`config.mk`:
```
export PLATFORM = sky130hd
export DESIGN_NAME = run_sequencer
export DESIGN_NICKNAME = d
export VERILOG_FILES = /design/src/rtl/run_seq_pkg.sv /design/src/rtl/run_cycle_counter.sv /design/src/rtl/run_sequencer.sv
export SDC_FILE = /design/constraint.sdc
export NUM_CORES = 1
export LEC_CHECK = 0
export CORE_MARGIN = 2
export CORE_UTILIZATION = 31
export CTS_BUF_LIST = sky130_fd_sc_hd__clkbuf_8
export DETAILED_ROUTE_END_ITERATION = 10
export HOLD_SLACK_MARGIN = 0.08
export PLACE_DENSITY = 0.72
export SYNTH_ARGS = -nofsm -noshare
export SYNTH_HDL_FRONTEND = slang
export SYNTH_SLANG_ARGS = --single-unit
```
`constraint.sdc`:
```
create_clock -name clk -period 2.55 [get_ports clk]
set_input_delay 0.51 -clock clk [delete_from_list [all_inputs] [get_ports clk]]
set_output_delay 0.51 -clock clk [all_outputs]
set_load 0.05 [all_outputs]
```
`src/rtl/run_seq_pkg.sv`:
```
// Shared types and default sizes for the run sequencer.
// Optional feature macro: RUN_SEQ_ABORT_EN (host abort input).
package run_seq_pkg;

    typedef enum logic [1:0] {
        IDLE   = 2'd0,
        LAUNCH = 2'd1,
        RUN    = 2'd2,
        FINISH = 2'd3
    } run_state_t;

    localparam int DEF_AW         = 8;
    localparam int DEF_DW         = 8;
    localparam int DEF_CW         = 16;
    localparam int DEF_RST_CYCLES = 2;
    localparam int DEF_TIMEOUT    = 4096;

endpackage

```
`src/rtl/run_cycle_counter.sv`:
```
// Clearable up-counter with a terminal flag at TERM.
// Used for RUN-length measurement and LAUNCH-length timing.
module run_cycle_counter
    import run_seq_pkg::*;
#(
    parameter int CW   = DEF_CW,
    parameter int TERM = DEF_TIMEOUT - 1
) (
    input  logic          clk,
    input  logic          reset,
    input  logic          clear,
    input  logic          enable,
    output logic [CW-1:0] count,
    output logic          terminal
);

    logic [CW-1:0] count_q;
    logic [CW-1:0] count_d;

    // Next count: clear wins over enable.
    always_comb begin
        count_d = count_q;
        if (clear) begin
            count_d = '0;
        end else if (enable) begin
            count_d = count_q + CW'(1);
        end
    end

    // Count register, synchronous active-low reset.
    always_ff @(posedge clk) begin
        if (!reset) begin
            count_q <= '0;
        end else begin
            count_q <= count_d;
        end
    end

    assign count    = count_q;
    assign terminal = (count_q == CW'(TERM));

endmodule

```
`src/rtl/run_sequencer.sv`:
```
// Run sequencer: core reset/launch/done FSM, timeout, data-memory mux.
// Optional macro RUN_SEQ_ABORT_EN adds a host_abort input.
module run_sequencer
    import run_seq_pkg::*;
#(
    parameter int AW         = DEF_AW,
    parameter int DW         = DEF_DW,
    parameter int CW         = DEF_CW,
    parameter int RST_CYCLES = DEF_RST_CYCLES,
    parameter int TIMEOUT    = DEF_TIMEOUT
) (
    input  logic          clk,
    input  logic          reset,
    input  logic          host_req,
    output logic          host_busy,
    output logic          host_ack,
    output logic          timed_out,
    output logic [CW-1:0] cycle_count,
    output logic          core_reset,
    output logic          core_req,
    input  logic          core_done,
    input  logic          core_mem_we,
    input  logic [AW-1:0] core_mem_addr,
    input  logic [DW-1:0] core_mem_wdata,
    input  logic          hm_req,
    input  logic          hm_we,
    input  logic [AW-1:0] hm_addr,
    input  logic [DW-1:0] hm_wdata,
`ifdef RUN_SEQ_ABORT_EN
    input  logic          host_abort,
`endif
    output logic          hm_gnt,
    output logic          mem_wr_en,
    output logic [AW-1:0] mem_addr,
    output logic [DW-1:0] mem_wdata
);

    run_state_t    state_q, state_d;
    logic          timed_out_q, timed_out_d;
    logic          run_clr, run_en, run_term;
    logic          lch_term;
    logic          abort;
    logic [CW-1:0] lch_count;

`ifdef RUN_SEQ_ABORT_EN
    assign abort = host_abort;
`else
    assign abort = 1'b0;
`endif

    run_cycle_counter #(.CW(CW), .TERM(TIMEOUT - 1)) u_run_cnt (
        .clk      (clk),
        .reset    (reset),
        .clear    (run_clr),
        .enable   (run_en),
        .count    (cycle_count),
        .terminal (run_term)
    );

    // LAUNCH timer: held clear outside LAUNCH so each launch starts at 0.
    run_cycle_counter #(.CW(CW), .TERM(RST_CYCLES - 1)) u_lch_cnt (
        .clk      (clk),
        .reset    (reset),
        .clear    (state_q != LAUNCH),
        .enable   (state_q == LAUNCH),
        .count    (lch_count),
        .terminal (lch_term)
    );

    // Next state, counter control and timeout status.
    always_comb begin
        state_d     = state_q;
        timed_out_d = timed_out_q;
        run_clr     = 1'b0;
        run_en      = 1'b0;
        unique case (state_q)
            IDLE: begin
                if (host_req) begin
                    state_d     = LAUNCH;
                    run_clr     = 1'b1;
                    timed_out_d = 1'b0;
                end
            end
            LAUNCH: begin
                if (abort) begin
                    state_d     = FINISH;
                    timed_out_d = 1'b1;
                end else if (lch_term) begin
                    state_d = RUN;
                end
            end
            RUN: begin
                if (abort) begin
                    state_d     = FINISH;
                    timed_out_d = 1'b1;
                end else if (core_done) begin
                    state_d = FINISH;
                end else if (run_term) begin
                    state_d     = FINISH;
                    timed_out_d = 1'b1;
                end else begin
                    run_en = 1'b1;
                end
            end
            FINISH: begin
                state_d = IDLE;
            end
            default: begin
                state_d = IDLE;
            end
        endcase
    end

    // State and status registers, synchronous active-low reset.
    always_ff @(posedge clk) begin
        if (!reset) begin
            state_q     <= IDLE;
            timed_out_q <= 1'b0;
        end else begin
            state_q     <= state_d;
            timed_out_q <= timed_out_d;
        end
    end

    assign host_busy  = (state_q == LAUNCH) || (state_q == RUN);
    assign host_ack   = (state_q == FINISH);
    assign core_req   = (state_q == RUN);
    assign core_reset = (state_q != RUN);
    assign timed_out  = timed_out_q;
    assign hm_gnt     = hm_req && (state_q == IDLE);

    // Memory mux: host when granted, otherwise core stores only in RUN.
    always_comb begin
        mem_wr_en = core_mem_we && (state_q == RUN);
        mem_addr  = core_mem_addr;
        mem_wdata = core_mem_wdata;
        if (hm_gnt) begin
            mem_wr_en = hm_we;
            mem_addr  = hm_addr;
            mem_wdata = hm_wdata;
        end
    end

endmodule
```
Word-level counts from Yosys, hierarchy flattened. Cells that the tools add are included.

Logic and storage cells: 45. Output and inout bits: 39. Flip-flop bits (word level): 35.

Eq/ne operators: 12. Add/subtract/negate cells: 2. Reduce and logical (&&, ||, !) cells: 9. Mux-type cells: 17. Bitwise gates (word level): 1.

Operators by type and width (number): 16-bit by 1-bit adder with 16-bit output (second input constant) (2); 16-bit by 1-bit == test with 1-bit output (second input constant) (1); 16-bit by 12-bit == test with 1-bit output (second input constant) (1); 8-bit two-way mux (2); 1-bit two-way mux (9); 2-bit two-way mux (4); 2-bit != test (second input constant) (4); 2-bit case mux with 4 select lines (1); 2-bit == test (second input constant) (2); 2-bit by 1-bit != test with 1-bit output (second input constant) (2); 4-bit AND reduction (1); 2-bit OR reduction (2); 3-bit by 1-bit != test with 1-bit output (second input constant) (1); 3-bit AND reduction (1); 2-bit by 1-bit == test with 1-bit output (second input constant) (1); 1-bit logical AND (2); 2-bit logical NOT (1); 1-bit case mux with 2 select lines (1); 2-bit nonzero test (1); 1-bit logical OR (1); 1-bit inverter (1).

Depth between registers and ports, before layout. Gate-level depths: netlist of the first run.

Depth in word-level cells: 4. Depth in mapped cells: 8. Depth with buffers taken out: 7.

By module. From an unflattened synthesis of the first run, not the netlist that was laid out.

Cells, all modules: 224. Area total of the unflattened synthesis: 2079.5 um^2.

By module, submodules not included: run_cycle_counter (u_run_cnt) (sequential area each 320.3 um^2, times used 1, cells an instance 88, area each 798.3 um^2); run_cycle_counter (u_lch_cnt) (sequential area each 320.3 um^2, times used 1, cells an instance 85, area each 789.5 um^2); run_sequencer (sequential area each 60.1 um^2, times used 1, cells an instance 51, area each 491.7 um^2).

Worst setup path before layout of the first run. Ideal clock, no wire load.

Kind: reg-to-output. Start: reg state_q[0]. End: out mem_wr_en. Cell stages (with the launch flop): 8. Slack: 0.085 ns. Arrival: 1.955 ns. Buffers on the path: 1. Cells stage by stage: dfxtp_1 > inv_1 > ha_1 > nand2_1 > clkbuf_1 > inv_1 > nand2_1 > nand2_1.

Longest elaborated chain between the ends: 3.

RTL lines: from (decl) (line run_sequencer.sv:38) `run_state_t state_q, state_d;`; from (signal assigned) (line run_sequencer.sv:120) `state_q <= state_d;`; 2-bit logical NOT (line run_sequencer.sv:130) `assign hm_gnt = hm_req && (state_q == IDLE);`; 1-bit logical AND (line run_sequencer.sv:130); net hm_gnt (line run_sequencer.sv:32) `output logic hm_gnt,`; 1-bit two-way mux (line run_sequencer.sv:137) `if (hm_gnt) begin`; to (decl) (line run_sequencer.sv:33) `output logic mem_wr_en,`.

The timed path passes the listed nets, and every way through them passes these cells.

Final worst setup path of the first run.
Start: reg state_q[1]. End: out host_busy.

Longest elaborated chain between the ends: 2.

RTL lines: 2-bit by 1-bit == test with 1-bit output or 2-bit == test (tied branches) (line run_sequencer.sv:125) `assign host_busy = (state_q == LAUNCH) || (state_q == RUN);`; 1-bit logical OR (*) (line run_sequencer.sv:125); to (decl) (line run_sequencer.sv:15) `output logic host_busy,`.

Every way passes the cells marked *; elsewhere a longest branch is shown, timed or not.

==> metrics.md, run 1 <==
| Metric | Value |
|---|---|
| Post-synthesis cell area | `1900 µm²` |
| Crit Reg-Reg Endpoint | `state_q[0]` |
| Final setup fails | `0` |
| Final WL | `4620 µm` |
| HPWL Detailed | `3680 µm` |
| Status | `completed` |
| Pleak | `1.02 nW` |
| Setup TNS | `0 ns` |
| Row cnt | `28` |
| Clock buffer depth | `2` |
| Highest-count cells in the layout ignoring fill and taps | `clkdlybuf4s50_1, dfxtp_1, nor2_1` |
| Num CTS Buffers | `5` |
| WHS Path Cells | `1` |
| Routed len/inst | `12.4 µm` |
| Vias per inst | `4.96` |
| Max-slew violation count | `0` |
| Min-Delay Endpoint | `u_lch_cnt.count[0]` |
| Period Utilization, post-route | `0.945` |
| Initial antenna violation count | `0` |
| Diode count | `0` |
| R2R setup slack | `0.45 ns` |
| Switch share | `0.416` |
| Ratio of cells with drive above 1 in the final layout | `0.168` |
| Crit. Startpoint | `state_q[1]` |
| FF-to-FF Start | `u_run_cnt.count[0]` |
| Worst-margin pin slew | `0.605 ns` |
| Die area | `6770 µm²` |
| Max-slew headroom at the worst pin | `0.593` |
| Clock transition at the registers of the reported paths | `0.06 ns` |
| Port buffer count | `77` |
| Final Hold Fails | `0` |
| Worst hold slack | `0.478 ns` |
| CTS root buf | `clkbuf_8` |
| Die width | `82.3 µm` |
| Worst setup SP type | `register` |
| First DRT Iteration DRCs | `47` |
| Largest net degree at the start of global routing | `19` |
| Clock Skew | `0.00424 ns` |
| # IOs | `78` |
| PD cells | `723 nW/µm²` |
| # hold bufs at CTS | `0` |
| WP data arrival | `1.90 ns` |
| Die height | `82.3 µm` |
| CTS tree | `built` |
| CP Max Fanout | `4` |
| Peak supply drop | `0.000441 V` |
| Number of global-route vias before repair | `1758` |
| Min-delay src | `u_lch_cnt.count[0]` |
| Int Pwr | `1.20 mW` |
| GRT Residual Overflow | `0` |
| Worst-Skew Late Latency | `0.28 ns` |
| Syn_nets | `262` |
| Vias | `1850` |
| Pre-antenna DRT Iters | `4` |
| Synth unique cells | `34` |
| Flop pwr share | `0.288` |
| Final design utilization | `0.481` |
| P_sw | `858 µW` |
| Class of the tightest hold or removal check | `register to register` |
| Max cap viols | `0` |
| RD Place Congestion | `0.881` |
| Htree depth | `2` |
| WP data required | `2.04 ns` |
| Gr usage total | `0.144` |
| Syn Inst Count | `215` |
| Synthesis-stage register bit count | `35` |
| Register area | `701 µm²` |
| Crit. End Element | `output pin` |
| Yosys warns | `0` |
| RSZ-0062 raised after global routing | `false` |
| Core Footprint | `5920 µm²` |
| Syn Area/Cell | `8.83 µm²` |
| P&R area growth vs syn | `50.1%` |
| Leading cell type in the layout, fill and taps excluded | `clkdlybuf4s50_1` |
| Clock power frac | `0.209` |
| Fillers | `582` |
| ANT nets after route | `0` |
| Sink Count | `35` |
| Reg2reg path depth | `5` |
| Max Clk Rate | `415 MHz` |
| # resized after CTS | `0` |
| Setup Buffers After CTS | `0` |
| Layout Nets | `344` |
| Min Tclk post-route | `2.41 ns` |
| # DRC | `0` |
| First-pass GRT wire length | `7620 µm` |
| Sequential-to-total area share from yosys stat | `0.369` |
| Setup CP Type | `register to output pin` |
| Combinational Power Share | `0.503` |
| Initial Util | `0.321` |
| Multi-input gate area | `1150 µm²` |
==> Yosys cell counts (all sizes together) <==
library cell | count | share of area
nand3 | 16 | 0.042
nor2 | 32 | 0.063
nor4 | 7 | 0.034
o211ai | 1 | 0.0066
nand3b | 1 | 0.0040
mux2 | 16 | 0.095
o21ai | 5 | 0.013
and4 | 1 | 0.0046
xnor2 | 11 | 0.051
clkbuf | 5 | 0.0099
nor3 | 4 | 0.011
a41o | 1 | 0.0053
and3 | 3 | 0.011
a31oi | 3 | 0.0099
dfxtp | 35 | 0.37
nor3b | 1 | 0.0040
a21oi | 2 | 0.0053
a21boi | 1 | 0.0040
nand2 | 16 | 0.032
xor2 | 16 | 0.074
nor4b | 4 | 0.018
or3 | 1 | 0.0033
buf | 1 | 0.0026
ha | 8 | 0.053
or4 | 1 | 0.0059
o311a | 1 | 0.0053
and2 | 3 | 0.0099
o2111ai | 1 | 0.0046
inv | 7 | 0.014
nand4 | 9 | 0.030
nand2b | 2 | 0.0066
==> final cells by class <==
class / instances / share of cell area
clock buffer: 7 / 0.0338
clock inverter: 1 / 0.00132
inverter: 7 / 0.00922
multi-input combinational: 167 / 0.403
sequential: 35 / 0.246
tap: 75 / 0.0329
timing repair buffer: 81 / 0.274
==> kinds of logic after synthesis <==
logic type                 after synthesis  synth area share
and+or+nand+nor                        101             0.279
xor gates and xnor gates                27             0.125
DFF                                     35             0.369
adders and majority gates                8            0.0527
muxes                                   16            0.0949
buffers and inverters                   13            0.0264
AOI/OAI and AO/OA                       15            0.0540
==> power by group through the flow <==
stage                     Sequential (mW)  Clock, mW  Combinational [mW]
after floorplan                     0.607          0               0.698
after global routing                0.596      0.463                1.10
final                               0.593      0.431                1.04
after CTS                           0.592      0.444                1.05
after detailed placement            0.604          0                1.05
after global placement              0.604          0                1.04
==> critical path, cell delays in order, from the launching register on <==
cell             delay [ns]
dfxtp_1                0.39
inv_1                  0.10
ha_1                   0.31
clkdlybuf4s50_1        0.82
==> registers in the layout, summed over array words and instances (netlist names) <==
name,count
u_lch_cnt.count,16
state_q,2
timed_out,1
u_run_cnt.count,16
==> metrics by stage <==
| stage | cell area (µm²) | cells | power [mW] | setup slack, ns |
|---|---|---|---|---|
| 2_1_floorplan | 1900 | 215 | 1.30 | 0.0852 |
| 3_5_place_dp | 2750 | 365 | 1.65 | 0.272 |
| 5_1_grt | 2850 | 373 | 2.16 | 0.0760 |
| 6_report | 2850 | 373 | 2.06 | 0.140 |
| 3_3_place_gp | 2750 | 365 | 1.64 | 0.280 |
| 4_1_cts | 2850 | 373 | 2.09 | 0.127 |
==> worst max-delay path by stage <==
stage                   to  cells after the start
2_1_floorplan    mem_wr_en                      7
3_3_place_gp   mem_addr[1]                      5
3_5_place_dp   mem_addr[1]                      5
4_1_cts          host_busy                      3
5_1_grt          host_busy                      3
6_report         host_busy                      3
==> routing by layer <==
| layer | track usage | up-vias | part of all wire |
|---|---|---|---|
| met5 | 0 | - | 0 |
| li1 | - | 916 | - |
| met1 | 0.164 | 831 | 0.42 |
| met3 | 0.0457 | 9 | 0.091 |
| met2 | 0.248 | 94 | 0.46 |
| met4 | 0.0583 | 0 | 0.020 |
Power figures use the tool's default switching activity.
==> run 2, diff against run 1 <==
--- a/config.mk
+++ b/config.mk
@@ -6,7 +6,9 @@
 export NUM_CORES = 1
 export LEC_CHECK = 0
+export CAP_MARGIN = 40
 export CORE_MARGIN = 2
 export CORE_UTILIZATION = 31
 export CTS_BUF_LIST = sky130_fd_sc_hd__clkbuf_8
+export CTS_CLUSTER_SIZE = 16
 export DETAILED_ROUTE_END_ITERATION = 10
 export HOLD_SLACK_MARGIN = 0.08
==> constraint.sdc (replaced) <==
create_clock -name clk -period 2.55 [get_ports clk]
set_input_delay 0.255 -clock clk [delete_from_list [all_inputs] [get_ports clk]]
set_output_delay 0.255 -clock clk [all_outputs]
set_load 0.05 [all_outputs]
==> metrics.md, run 2 (synthesis gave the netlist of run 1 again) <==
| Metric | Value |
|---|---|
| Number of global-route vias before repair | `1750 (-0.46%)` |
| CTS root buf | `clkbuf_8` |
| Row cnt | `28 (unchanged)` |
| Max-slew violation count | `0 (unchanged)` |
| Num CTS Buffers | `5 (unchanged)` |
| Vias per inst | `4.85 (-2.2%)` |
| RD Place Congestion | `0.829 (-5.9%)` |
| Register area | `701 µm² (unchanged)` |
| WP data required | `2.30 ns (+0.26 ns)` |
| Setup Buffers After CTS | `0 (unchanged)` |
| # resized after CTS | `0 (unchanged)` |
| P&R area growth vs syn | `48.0%` |
| Min-delay src | `u_lch_cnt.count[0]` |
| Crit. End Element | `output pin` |
| Routed len/inst | `11.8 µm (-4.9%)` |
| Largest delay share family, worst path | `simple AND/OR/NAND/NOR gates` |
| Peak supply drop | `0.000438 V (-0.77%)` |
| # IOs | `78 (unchanged)` |
| Setup TNS | `0 ns (unchanged)` |
| Vias | `1794 (-3.0%)` |
| Worst-Skew Late Latency | `0.28 ns (about the same)` |
| Crit-path cells | `inv_1 -> ha_1 -> nand2_1 -> mux2_2 -> buf_4` |
| Die height | `82.3 µm (unchanged)` |
| Min Tclk post-route | `2.35 ns (-0.0611 ns)` |
| FF-to-FF Start | `u_run_cnt.count[12]` |
| Highest-count cells in the layout ignoring fill and taps | `clkdlybuf4s50_1, dfxtp_1, nor2_1` |
| Grt met3 use | `0.0446 (-0.00109)` |
| First DRT Iteration DRCs | `62 (+32%)` |
| Die area | `6770 µm² (unchanged)` |
| Layout Nets | `342 (-0.58%)` |
| Final Instance Area | `2810 µm² (-1.4%)` |
| Htree depth | `2 (unchanged)` |
| # hold bufs at CTS | `0 (unchanged)` |
| ANT nets after route | `0 (unchanged)` |
| CTS tree | `built` |
| Final WL | `4360 µm (-5.7%)` |
| HPWL Detailed | `3550 µm (-3.5%)` |
| Initial Util | `0.321 (unchanged)` |
| GRT Residual Overflow | `0 (unchanged)` |
| PD cells | `709 nW/µm² (-1.9%)` |
| Final Hold Fails | `0 (unchanged)` |
| Clock transition at the registers of the reported paths | `0.06 ns (about the same)` |
| Clock Skew | `0.00376 ns (-0.000477 ns)` |
| # DRC | `0 (unchanged)` |
| Clock buffer depth | `2 (unchanged)` |
| Die width | `82.3 µm (unchanged)` |
| Initial antenna violation count | `0 (unchanged)` |
| R2R setup slack | `0.56 ns (+0.11 ns)` |
| Grt met2 use | `0.242 (-0.00565)` |
| Pre-antenna DRT Iters | `4 (unchanged)` |
| Port buffer count | `77 (unchanged)` |
| Crit Reg-Reg Endpoint | `state_q[0]` |
| Leading cell type in the layout, fill and taps excluded | `clkdlybuf4s50_1` |
| Largest net degree at the start of global routing | `19 (unchanged)` |
| Class of the tightest hold or removal check | `register to register` |
| Global Route met1 Usage | `0.177 (+0.0130)` |
| Status | `completed` |
| Fillers | `559 (-4.0%)` |
| Diode count | `0 (unchanged)` |
| Multi-input gate area | `1150 µm² (unchanged)` |
| Pleak | `0.999 nW (-2.2%)` |
| Instance count on the critical path | `5 (+2)` |
| Most Crowded Layer GR | `met2` |
| CP endpoint | `mem_addr[1]` |
| Final setup fails | `0 (unchanged)` |
| Period Utilization, post-route | `0.921 (-0.0240)` |
| Critical path buffers and inverters | `2 (unchanged)` |
| Critical path's largest stage delay | `0.49 ns (-0.33 ns)` |
| Max cap viols | `0 (unchanged)` |
| Setup CP Type | `register to output pin` |
| Placed Area | `2720 µm² (-1.0%)` |
| Max Clk Rate | `426 MHz (+2.6%)` |
| Max-slew headroom at the worst pin | `0.567 (-0.0258)` |
| Crit. Startpoint | `state_q[1]` |
| Ratio of cells with drive above 1 in the final layout | `0.163 (-0.00507)` |
| Sink Count | `35 (unchanged)` |
| WP data arrival | `2.09 ns (+0.19 ns)` |
| Slowest cell on crit path | `nand2_1` |
| First-pass GRT wire length | `7600 µm (-0.28%)` |
| Worst setup SP type | `register` |
| Core Footprint | `5920 µm² (unchanged)` |
| RSZ-0062 raised after global routing | `false` |
| Gr usage total | `0.146 (+0.00218)` |
| Reg2reg path depth | `4 (-1)` |
| Worst-margin pin slew | `0.647 ns (+0.0426 ns)` |
| CP Max Fanout | `18 (+14)` |
run 2: cell types whose count changed in the layout (fill, tap and decap cells not counted), sizes merged:
| cell | delta |
|---|---|
| clkbuf | -1 |
| clkinv | +1 |
| inv | -1 |
| buf | -2 |
run 2: layout make-up:
class                           instances  share of cell area
Tap cell                               75              0.0334
Multi-Input combinational cell        167               0.409
Inverter                                7             0.00935
Sequential cell                        35               0.249
Timing Repair Buffer                   79               0.268
Clock buffer                            6              0.0294
Clock inverter                          1             0.00178
run 2: worst min-delay path by stage:
stage	end	slack, ns	depth (start not counted)
after floorplan	state_q[0]	0.39	1
after global placement	u_lch_cnt.count[0]	0.46	1
after detailed placement	u_lch_cnt.count[0]	0.47	1
after CTS	u_lch_cnt.count[0]	0.49	1
after global routing	u_lch_cnt.count[0]	0.51	1
final	u_lch_cnt.count[0]	0.48	1
run 2: routing by layer:
| metal | wire length [µm] | vias to the layer above |
|---|---|---|
| li1 | - | 908 |
| met1 | 1890 | 803 |
| met2 | 2040 | 77 |
| met3 | 351 | 6 |
| met4 | 79 | 0 |
| met5 | 0 | - |
run 2: metrics by stage:
step / hold WS, ns / cells / power, mW / util / setup slack [ns]
detailed placement: 0.472 / 363 / 1.62 / 0.460 / 0.484
floorplan: 0.386 / 215 / 1.30 / - / 0.340
CTS: 0.486 / 370 / 2.02 / 0.475 / 0.158
global placement: 0.462 / 363 / 1.62 / 0.460 / 0.475
global route: 0.514 / 370 / 2.11 / 0.475 / 0.0449
finish: 0.478 / 370 / 1.99 / 0.475 / 0.201
run 2: report_power, final:
group	switching, mW	internal [mW]
registers	0.0230	0.569
clock network	0.185	0.212
logic	0.635	0.368
total	0.843	1.15
==> RTL change 1, RTL diff (flow settings as in run 2) <==
Change the package constant `DEF_AW` from 8 to 9.
--- a/src/rtl/run_seq_pkg.sv
+++ b/src/rtl/run_seq_pkg.sv
@@ -9,7 +9,7 @@
         FINISH = 2'd3
     } run_state_t;
 
-    localparam int DEF_AW         = 8;
+    localparam int DEF_AW         = 9;
     localparam int DEF_DW         = 8;
     localparam int DEF_CW         = 16;
     localparam int DEF_RST_CYCLES = 2;
Interface: changed (resized core_mem_addr, hm_addr and mem_addr); port bits go from 78 to 81. The function was not compared with the original's and may differ.
==> RTL change 1 against run 2 <==
Wire length grew 8.9%; design area grew 4.3%; via count grew 11%; largest power group unchanged; power grew 2.7%; clock power grew 10%; synthesized area grew 4.3%; setup slack gained 84 ps; maximum frequency grew 3.7%; synthesized cell count grew 7.0%; sequential cell count is the same; clock skew is essentially flat; largest cell class unchanged.
==> RTL change 1: results (changes against run 2) <==
Synthesis
  – Synth Net Count: 279 (was 262)
  – Seq/Total Area, Yosys: 35.35% (was 36.89%)
  – Unique masters post-synth: 39 (was 34)
  – Most common library cells after synthesis: dfxtp_1, nand2_1, mux2_2, a21oi_1 (was dfxtp_1, nor2_1)
  – Synth area leaders: dfxtp_1, mux2_2, ha_1, nand2_1, or4_1 (was dfxtp_1, mux2_2, xor2_1, nor2_1, ha_1)

Global routing
  – Vias in the first global route: 1836 (was 1750)
  – Pin count of the biggest net entering global routing: 20 (was 19)
  – Total GRT Usage: 13.79% (was 14.59%)
  – First-pass GRT wire length: 7997 um (was 7596 um)

Routing
  – Wire length on met3: 398 um (was 351 um)
  – Initial DRC Count: 97 (was 62)
  – Routed WL per cell: 12.18 um (was 11.79 um)
  – Via Count: 1991 (was 1794)
  – WL final: 4751 um (was 4361 um)
  – Met1 WL: 2098 um (was 1889 um)
  – Metal2 WL: 2145 um (was 2040 um)
  – Detailed Routing Iterations Pass 1: 4 (unchanged)

Layout
  – Filler instances: 596 (was 559)
  – Fin nets: 361 (was 342)
  – Layout cells sized above 1: 16.29% (was 16.27%)

Setup path
  – WP data arrival: 2010 ps (was 2090 ps)
  – Slowest cell on the critical path: clkdlybuf4s50_1 (was nand2_1)
  – Reg2Reg Setup Slack: 380 ps (was 560 ps)
  – CP peak stage delay: 800 ps (was 490 ps)

Pwr
  – VDD IR max: 0.4787 mV (was 0.4377 mV)
  – Leakage: 0.9998 nW (was 0.9989 nW)

Place
  – Port Buf Inserts: 80 (was 77)
  – Placement Setup Slack: 409.7 ps (was 484.2 ps)
  – Placed Cells: 382 (was 363)
  – Hpwl dp: 3663 um (was 3554 um)
  – GPL Wtd Cong: 0.7710 (was 0.8289)

Timing
  – Max Clk Rate: 441.5 MHz (was 425.8 MHz)
  – Max_slew headroom: 64.25% (was 56.75%)

Outcome
  – Status: finished, final reports clean (unchanged)

Clock tree
  – Htree depth: 2 (unchanged)
RTL change 1: path summary, 6_finish.rpt:
| kind | start | endpoint | cells past startpoint |
|---|---|---|---|
| max | state_q[0]$_SDFFE_PN0P_ | core_reset | 5 |
| min | u_lch_cnt.count[0]$_SDFFE_PP0N_ | u_lch_cnt.count[0]$_SDFFE_PP0N_ | 1 |
| max reg2reg | u_run_cnt.count[0]$_SDFFE_PP0P_ | u_run_cnt.count[14]$_SDFFE_PP0P_ | 5 |
| min reg2reg | u_lch_cnt.count[0]$_SDFFE_PP0N_ | u_lch_cnt.count[0]$_SDFFE_PP0N_ | 1 |
RTL change 1: stage by stage:
stage | util (%) | instance area [um^2] | power (mW) | hold WS (ps)
6_report | 46.68 | 2930 | 2.047 | 480.9
3_3_place_gp | 45.09 | 2830 | 1.621 | 460.2
5_1_grt | 46.68 | 2930 | 2.157 | 517.1
4_1_cts | 46.68 | 2930 | 2.074 | 488.2
3_5_place_dp | 45.09 | 2830 | 1.630 | 471.8
2_1_floorplan | - | 1982 | 1.304 | 402.6
RTL change 1: final cells by class:
cell class | instances | area share (%)
flip-flops and latches | 35 | 23.91
well taps | 77 | 3.288
multi-input cells | 175 | 40.95
repair buffers | 83 | 26.90
clock buffers | 7 | 3.288
inverters | 12 | 1.537
clock inverters | 1 | 0.1281
RTL change 1: kinds of logic after synthesis:
group | share of synthesized area [%]
flip-flops | 35.35
AO/OA/AOI/OAI | 13.01
XOR/XNOR | 3.977
AND/OR/NAND/NOR | 25.82
adder cells (fa/ha/maj) | 5.051
multiplexers | 12.69
buffers and inverters | 4.103
RTL change 1: routing by layer:
layer	GRT usage (%)	up-vias
met5	0	-
met2	21.96	83
li1	-	1006
met4	6.452	0
met1	16.71	894
met3	4.649	8
RTL change 1: power by group:
group / total, mW / switching [mW] / internal (mW)
Combinational: 1.02 / 0.642 / 0.378
Sequential: 0.589 / 0.0218 / 0.567
Clock: 0.438 / 0.196 / 0.242
Total: 2.05 / 0.859 / 1.19
RTL change 1: worst max-delay path: cells and delay by family, from the launching register on:
family,cells,cell delay [ps]
DFF,1,380
buffers and inverters,4,1120
adders and majority gates,1,230
==> RTL change 2, RTL diff (flow settings as in run 2) <==
Made on the original files. Re-encode `run_state_t` (4 states) as one-hot, 4 bits wide.
--- a/src/rtl/run_seq_pkg.sv
+++ b/src/rtl/run_seq_pkg.sv
@@ -2,11 +2,11 @@
 // Optional feature macro: RUN_SEQ_ABORT_EN (host abort input).
 package run_seq_pkg;
 
-    typedef enum logic [1:0] {
-        IDLE   = 2'd0,
-        LAUNCH = 2'd1,
-        RUN    = 2'd2,
-        FINISH = 2'd3
+    typedef enum logic [3:0] {
+        IDLE   = 4'b0001,
+        LAUNCH = 4'b0010,
+        RUN    = 4'b0100,
+        FINISH = 4'b1000
     } run_state_t;
 
     localparam int DEF_AW         = 8;
Formal check against the unedited RTL: no difference found for any inputs over 10 cycles, from zero or initial values and one cycle with reset low; not proved beyond that.
==> RTL change 2 against run 2 <==
Maximum frequency down 1.7%; synthesized area is 4.7% higher; setup slack got worse by 42 ps; design area rose by 4.0%; sequential cell count is 2 higher; synthesized cell count is 6.5% higher; wire length is 18% higher; final cell count rose by 3.8%.
Power is not compared: it rests on default switching activity, and its combinational part moved more than twofold at a synthesized area within 25%.
==> RTL change 2: results (changes against run 2) <==
Outcome
  – Status: finished, final reports clean (unchanged)

Place
  – Hpwl dp: 3834 um (was 3554 um)
  – Placement Setup Slack: 183.1 ps (was 484.2 ps)
  – Port Buf Inserts: 77 (unchanged)
  – GPL Wtd Cong: 0.8185 (was 0.8289)

Global routing
  – Initial antenna violation count: 0 (unchanged)
  – Total GRT Usage: 14.51% (was 14.59%)
  – Pin count of the biggest net entering global routing: 19 (unchanged)
  – First-pass GRT wire length: 8638 um (was 7596 um)
  – Vias in the first global route: 1948 (was 1750)

Routing
  – WL final: 5160 um (was 4361 um)
  – Via Count: 2022 (was 1794)
  – Initial DRC Count: 80 (was 62)
  – Detailed Routing Iterations Pass 1: 4 (unchanged)

Synthesis
  – Unique masters post-synth: 39 (was 34)
  – Most common library cells after synthesis: dfxtp_1, a21oi_1, mux2_2, or4_1, nor2_1 (was dfxtp_1, nor2_1)
  – Synth Warn #: 0 (unchanged)
  – Seq/Total Area, Yosys: 37.23% (was 36.89%)
  – Asr flop ratio synth: 0% (unchanged)
  – Synth Net Count: 271 (was 262)
  – Synth area leaders: dfxtp_1, mux2_2, or4_1, a21oi_1, o31ai_1 (was dfxtp_1, mux2_2, xor2_1, nor2_1, ha_1)

Clock tree
  – Post-CTS Repair Setup Buffers: 0 (unchanged)
  – TritonCTS buffer count: 5 (unchanged)
  – Clk_lat worst skew: 290 ps
  – Hold buffers post-CTS: 0 (unchanged)
  – Post_cts resized: 0 (unchanged)
  – Clock-pin slew on the worst setup and hold paths: 70 ps

Setup path
  – Crit-path max FO: 8 (was 18)
  – Kind of cell adding the most delay to the critical path: simple AND/OR/NAND/NOR gates (unchanged)
  – CP peak stage delay: 670 ps (was 490 ps)
  – WP data arrival: 2610 ps (was 2090 ps)
  – Slowest cell on the critical path: or4_1 (was nand2_1)

Layout
  – Layout cells sized above 1: 16.29% (was 16.27%)
  – Fin nets: 349 (was 342)
  – Filler instances: 612 (was 559)

Timing
  – Worst-Margin Slew: 687.1 ps (was 647.2 ps)
  – Setup Skew: 7.756 ps (was 3.759 ps)
-- RTL change 2: cell types whose count changed in the layout (fill, tap and decap cells not counted), sizes merged, moves of 8 or more --
cell | run 2 | this run
a21oi | 2 | 18
or4 | 1 | 16
xor2 | 16 | 7
nor2 | 32 | 15
xnor2 | 11 | 3
o31ai | 0 | 11
-- RTL change 2: stage by stage --
| step | util, % | cells | hold WS (ps) | cell area, um^2 |
|---|---|---|---|---|
| after floorplan | - | 229 | 338.3 | 1996 |
| after global placement | 45.11 | 377 | 447.5 | 2831 |
| after detailed placement | 45.11 | 377 | 455.0 | 2831 |
| after CTS | 46.54 | 384 | 472.3 | 2922 |
| after global routing | 46.54 | 384 | 493.7 | 2922 |
| final | 46.54 | 384 | 464.2 | 2922 |
-- RTL change 2: path summary, 6_finish.rpt --
kind	start	end	slack, ps	cells after the start
max	state_q[2]$_SDFFE_PN0P_	u_run_cnt.count[13]$_SDFFE_PP0P_	160	4
min	u_lch_cnt.count[0]$_SDFFE_PP0P_	u_lch_cnt.count[0]$_SDFFE_PP0P_	460	1
max reg2reg	state_q[2]$_SDFFE_PN0P_	u_run_cnt.count[13]$_SDFFE_PP0P_	160	4
min reg2reg	u_lch_cnt.count[0]$_SDFFE_PP0P_	u_lch_cnt.count[0]$_SDFFE_PP0P_	460	1
-- RTL change 2: power groups by stage --
| stage | registers (mW) | logic (mW) | clock network [mW] |
|---|---|---|---|
| finish | 0.584 | 0.285 | 0.414 |
| global route | 0.584 | 0.298 | 0.456 |
| floorplan | 0.596 | 0.166 | 0 |
| detailed placement | 0.597 | 0.286 | 0 |
| global placement | 0.597 | 0.283 | 0 |
| CTS | 0.584 | 0.287 | 0.431 |
-- RTL change 2: kinds of logic (layout without fill, tap and decap cells) --
| kind of cell | after synthesis | after routing | share of synthesized area [%] |
|---|---|---|---|
| buffers and inverters | 16 | 94 | 3.145 |
| AOI/OAI and AO/OA | 47 | 47 | 14.72 |
| DFF | 37 | 37 | 37.23 |
| and+or+nand+nor | 99 | 99 | 29.06 |
| adders and majority gates | 3 | 3 | 1.887 |
| muxes | 17 | 17 | 9.560 |
| xor gates and xnor gates | 10 | 10 | 4.403 |
-- RTL change 2: area by class of cell --
| type | count | share of cell area [%] |
|---|---|---|
| Clock inverter | 1 | 0.2570 |
| Multi-Input combinational cell | 176 | 40.81 |
| Inverter | 5 | 0.6424 |
| Sequential cell | 37 | 25.35 |
| Timing Repair Buffer | 82 | 26.81 |
| Clock buffer | 6 | 2.827 |
| Tap cell | 77 | 3.298 |
-- RTL change 2: metal layers --
layer  vias up  wire (um)  global-route usage, %
met2        36       2631                  25.40
met3         4        246                  4.847
met5         -          0                      0
met1       954       2237                  17.27
met4         0         44                  3.079
li1       1028          -                      -
